<file path="src/rtl/pump_if.sv">
// Pump scheduler bus: level-controller requests and the fault pair in, pump drive and status out.
interface pump_if;
  logic       tick;
  logic       fill_req;
  logic       drain_req;
  logic       fault;
  logic       fault_ack;
  logic       fill_pump_a;
  logic       fill_pump_b;
  logic       drain_pump;
  logic [2:0] state;
  logic       conflict;

  modport master (
    output tick, fill_req, drain_req, fault, fault_ack,
    input  fill_pump_a, fill_pump_b, drain_pump, state, conflict
  );
  modport slave (
    input  tick, fill_req, drain_req, fault, fault_ack,
    output fill_pump_a, fill_pump_b, drain_pump, state, conflict
  );
endinterface

</file>
<file path="src/rtl/pump_scheduler.sv">
// Fill/drain pump sequencer with min run time, min dead time and a latched fault.
// Optional lead-pump rotation between fill pumps A and B: define PUMP_ROTATE_EN.
module pump_scheduler #(
  parameter int MIN_ON  = 4,
  parameter int MIN_OFF = 3,
  parameter int CNT_W   = 8
) (
  input  logic   clock,
  input  logic   rst_n,
  pump_if.slave  bus
);
  typedef enum logic [2:0] {
    IDLE  = 3'd0,
    FILL  = 3'd1,
    DRAIN = 3'd2,
    DEAD  = 3'd3,
    FAULT = 3'd4
  } st_t;

  localparam logic [CNT_W-1:0] ON_LIM  = CNT_W'(MIN_ON);
  localparam logic [CNT_W-1:0] OFF_LIM = CNT_W'(MIN_OFF);

  st_t            st, nxt;
  logic [CNT_W-1:0] tmr;
  logic           lead;

  always_comb begin
    nxt = st;
    if (bus.fault) nxt = FAULT;
    else begin
      case (st)
        IDLE:
          if (bus.fill_req && !bus.drain_req)      nxt = FILL;
          else if (bus.drain_req && !bus.fill_req) nxt = DRAIN;
        FILL:
          if ((!bus.fill_req || bus.drain_req) && tmr >= ON_LIM) nxt = DEAD;
        DRAIN:
          if ((!bus.drain_req || bus.fill_req) && tmr >= ON_LIM) nxt = DEAD;
        DEAD:
          if (tmr >= OFF_LIM) nxt = IDLE;
        FAULT:
          if (bus.fault_ack) nxt = DEAD;
        default: nxt = IDLE;
      endcase
    end
  end

  // Outputs are registered from the next state so pumps switch on the same edge as the state.
  always_ff @(posedge clock) begin
    if (!rst_n) begin
      st              <= IDLE;
      tmr             <= '0;
      lead            <= 1'b0;
      bus.fill_pump_a <= 1'b0;
      bus.fill_pump_b <= 1'b0;
      bus.drain_pump  <= 1'b0;
      bus.conflict    <= 1'b0;
    end else begin
      st <= nxt;
      if (nxt != st)                   tmr <= '0;
      else if (bus.tick && tmr != '1)  tmr <= tmr + 1'b1;
`ifdef PUMP_ROTATE_EN
      if (st == FILL && nxt == DEAD) lead <= ~lead;
      bus.fill_pump_a <= (nxt == FILL) && !lead;
      bus.fill_pump_b <= (nxt == FILL) &&  lead;
`else
      lead            <= 1'b0;
      bus.fill_pump_a <= (nxt == FILL);
      bus.fill_pump_b <= 1'b0;
`endif
      bus.drain_pump  <= (nxt == DRAIN);
      bus.conflict    <= (nxt == IDLE) && bus.fill_req && bus.drain_req;
    end
  end

  assign bus.state = st;
endmodule

</file>
<file path="src/flat_wrapper.sv">
// flat-port wrapper written by rule: the top's interface ports become plain ports
module pump_scheduler_flat 
#(
  parameter int MIN_ON  = 4,
  parameter int MIN_OFF = 3,
  parameter int CNT_W   = 8
)
  (clock, rst_n, bus_tick, bus_fill_req, bus_drain_req, bus_fault, bus_fault_ack, bus_fill_pump_a, bus_fill_pump_b, bus_drain_pump, bus_state, bus_conflict);
  pump_if bus_i ();
  input  logic clock;
  input  logic rst_n;
  input wire logic [$bits(bus_i.tick)-1:0] bus_tick;
  input wire logic [$bits(bus_i.fill_req)-1:0] bus_fill_req;
  input wire logic [$bits(bus_i.drain_req)-1:0] bus_drain_req;
  input wire logic [$bits(bus_i.fault)-1:0] bus_fault;
  input wire logic [$bits(bus_i.fault_ack)-1:0] bus_fault_ack;
  output wire logic [$bits(bus_i.fill_pump_a)-1:0] bus_fill_pump_a;
  output wire logic [$bits(bus_i.fill_pump_b)-1:0] bus_fill_pump_b;
  output wire logic [$bits(bus_i.drain_pump)-1:0] bus_drain_pump;
  output wire logic [$bits(bus_i.state)-1:0] bus_state;
  output wire logic [$bits(bus_i.conflict)-1:0] bus_conflict;
  assign bus_i.tick = bus_tick;
  assign bus_i.fill_req = bus_fill_req;
  assign bus_i.drain_req = bus_drain_req;
  assign bus_i.fault = bus_fault;
  assign bus_i.fault_ack = bus_fault_ack;
  assign bus_fill_pump_a = bus_i.fill_pump_a;
  assign bus_fill_pump_b = bus_i.fill_pump_b;
  assign bus_drain_pump = bus_i.drain_pump;
  assign bus_state = bus_i.state;
  assign bus_conflict = bus_i.conflict;
  pump_scheduler #(.MIN_ON(MIN_ON), .MIN_OFF(MIN_OFF), .CNT_W(CNT_W)) u_core (.clock(clock), .rst_n(rst_n), .bus(bus_i));
endmodule
</file>
<file path="config.mk">
export PLATFORM = sky130hd
export DESIGN_NAME = pump_scheduler_flat
export DESIGN_NICKNAME = d
export VERILOG_FILES = /design/src/rtl/pump_if.sv /design/src/rtl/pump_scheduler.sv /design/src/flat_wrapper.sv
export SDC_FILE = /design/constraint.sdc
export NUM_CORES = 1
export LEC_CHECK = 0
export ABC_AREA = 1
export CAP_MARGIN = 10
export CORE_ASPECT_RATIO = 1.25
export CORE_MARGIN = 2
export CORE_UTILIZATION = 45
export DETAILED_ROUTE_END_ITERATION = 10
export GPL_ROUTABILITY_DRIVEN = 0
export HOLD_SLACK_MARGIN = 0.05
export PLACE_DENSITY = 0.79
export SLEW_MARGIN = 40
export SYNTH_ARGS = -nofsm -noshare
export SYNTH_HDL_FRONTEND = slang
export SYNTH_SLANG_ARGS = --single-unit
export TNS_END_PERCENT = 50
</file>
<file path="constraint.sdc">
create_clock -name clock -period 1.4 [get_ports clock]
set_input_delay 0.21 -clock clock [delete_from_list [all_inputs] [get_ports clock]]
set_output_delay 0.21 -clock clock [all_outputs]
set_load 0.03 [all_outputs]
</file>
==> results.cfg <==
[power_and_ir_drop]
clkPwrFrac_pct = 27.7
totalPowerFinal_uw = 838
p_leak_uw = 0.000562
p_switching_uw = 240
switching_share_pct = 28.7
power.density_mw_per_mm2 = 692
p_int_uw = 597
p_seq_share_pct = 50.1
ir_worst_vdd_mv = 0.915
pwr-share-comb_pct = 22.2

[layout]
final_layout_size_suffix_gt1_share_pct = 40.0
multi_input_area_um2 = 551
fill_cells = 111
syn_to_final_growth_pct = 53.4
seq_area_um2 = 293
final_area_mm2 = 0.00121
antenna_cells = 0
finish.utilization_pct = 75.6
nets = 160

[clock_tree]
cts_buffer_depth = 2
clkSinkCount = 14
cts_tree = built
tritoncts.num_buffers = 3
root_buffer = clkbuf_4
clk-insertion-delay-late_ns = 0.28
hold_buffers = 0
cts_max_level = 1
clk_pin_slew_worst_paths_ns = 0.08

[grt]
grt.overflow.total = 0
grtUsageTotal_pct = 19.1
grt_pass1_vias = 761
grt_first_pass_wirelength_um = 3090
grt_start_max_net_pins = 9
antenna_found_initial = 0

[timing]
tns_ns = -0.304
fmax_ghz = 0.685
layout_min_cycle_time_ns = 1.46
final_max_slew_viol_count = 0
setup_viol_count_final = 9
hold_viol_final = 0
min_period_over_period_pct = 104
setup_slack_ns = -0.0596
rsz0062_at_grt = yes
skew_ns = 0.000653

[yosys]
yosysUniqueCellTypes = 21
ys_seq_area_share_pct = 35.5
synth_seq_cells = 14
synth_cells = 116
yosysWarnings = 0
syn_area_per_cell_um2 = 6.81
syn_area_um2 = 790
synth_fp_nets = 125

[setup_path]
arrival_ns = 1.67
cp_data_required_time_ns = 1.61
crit_top_cell = nor2_2
start_kind = flop
worstPathCellList = ha_4, nor2_1, nand2_1, nor2_2, nor2_2, nand3_2, nand3_1, nand2_1, nor2_2, nand2_4, nor2_1
slowest_stage = dfxtp_2
worst-path-max-fanout = 8
criticalPathCategory = flop to flop
slowest_delay_ns = 0.35
end_kind = flop

[floorplanning]
rows = 16
ios = 14
die_h_um = 50.8
core_area_mm2 = 0.00160
start_util_pct = 49.3
dieArea_mm2 = 0.00211
die-width_um = 41.5

[detailed_routing]
avgViaCountPerCell = 4.83
ant_nets = 0
wl_per_cell_um = 12.1
drt-initial-drc-count = 7
routed_wl_um = 2040
drc = 0
drt_first_pass_iters = 4
vias = 812

[run_status]
status = complete, but fails checks
violations = negative setup slack

[placed_design]
dpl_cell_area_mm2 = 0.00104
port_buffers = 12
dp_hpwl_um = 1400

[worst_hold_path]
hp-class = input port to flop

[run]
maxCapViolCount = 0
state kept, by name, summed over array words and instances (netlist names):
| name | count |
|---|---|
| u_core.tmr | 8 |
| u_core.bus.drain_pump | 1 |
| u_core.bus.conflict | 1 |
| u_core.bus.fill_pump_a | 1 |
| u_core.bus.state | 3 |
area by class of cell:
class,count,area share [%]
clock buffers,4,2.17
multi-input cells,84,45.5
well taps,18,1.86
flip-flops and latches,14,24.2
repair buffers,31,21.1
inverters,17,5.27
stage by stage:
stage	hold WS, ns	std cells	worst slack, ns
final	0.557	168	-0.0596
after global routing	0.556	168	-0.211
after CTS	0.555	164	-0.0283
after detailed placement	0.573	158	-0.246
after global placement	0.573	158	-0.198
after floorplan	0.357	116	0.00504
layer usage:
metal / wire length [um] / up-vias / track usage, %
li1: - / 427 / -
met1: 799 / 362 / 18.2
met2: 1120 / 16 / 37.2
met3: 65 / 7 / 3.89
met4: 55 / 0 / 10.8
met5: 0 / - / 0
path summary, 6_finish.rpt:
kind                               from                             end  slack [ns]  depth (start not counted)
max          u_core.tmr[1]$_SDFFE_PP0P_      u_core.tmr[5]$_SDFFE_PP0P_       -0.06                         11
min                               rst_n  u_core.bus.conflict$_SDFF_PN0_        0.56                          3
max reg2reg  u_core.tmr[1]$_SDFFE_PP0P_      u_core.tmr[5]$_SDFFE_PP0P_       -0.06                         11
min reg2reg  u_core.tmr[3]$_SDFFE_PP0P_      u_core.tmr[3]$_SDFFE_PP0P_        0.56                          2
critical path: cells and delay by family (launching register included):
kind,cells,cell delay (ns)
and+or+nand+nor,10,0.90
DFF,1,0.35
adders and majority gates,1,0.15
cell families after synthesis:
family | share of synthesized area (%)
AND/OR/NAND/NOR | 39.1
multiplexers | 1.27
buffers and inverters | 9.03
other | 0.475
AO/OA/AOI/OAI | 3.65
adder cells (fa/ha/maj) | 3.17
flip-flops | 35.5
XOR/XNOR | 7.77
power groups by stage:
stage | Sequential (uW) | Clock, uW | Combinational (uW)
final | 419 | 232 | 186
after global routing | 421 | 253 | 204
after CTS | 418 | 238 | 158
after detailed placement | 426 | 0 | 156
after global placement | 426 | 0 | 153
after floorplan | 439 | 0 | 77.7
cells in the mapped netlist (all sizes together):
cell type  instances  area, um^2
nor2              25         101
xnor2              1        8.76
nand3              9        55.1
buf                1        7.51
o21ai              3        18.8
dfxtp             14         280
inv               17        63.8
nor4               1        6.26
xor2               6        52.6
nand4              1        6.26
mux2i              1        10.0
ha                 2        25.0
nand2             24        95.1
a21oi              2        10.0
conb               1        3.75
nand3b             2        15.0
nor3               6        30.0
layout by cell type (no fill, tap or decap):
cell	instances
inv_2	3
nand4_1	1
dfxtp_1	8
nand3_1	6
nor3_4	1
inv_1	14
conb_1	1
xnor2_1	1
nand2_2	6
nor2_1	14
nor4_1	1
nor3_1	3
dfxtp_2	4
dlygate4sd2_1	6
buf_4	19
ha_4	1
mux2i_1	1
nand3b_1	2
nor3_2	2
nor2_4	2
nor2_2	9
clkdlybuf4s50_1	6
clkbuf_4	3
ha_1	1
xor2_1	5
a21oi_2	1
o21ai_0	2
a21oi_1	1
dfxtp_4	2
nand2_1	16
clkbuf_1	1
xor2_2	1
nand2_4	2
nand3_2	3
o21ai_4	1
repair_timing:
item / in CTS / in global routing
resized for setup: 14 / 25
setup buffers: 2 / 4
setup endpoints to repair: 16 / 12
pin swaps: 6 / 9
(Power assumes the default switching activity.)
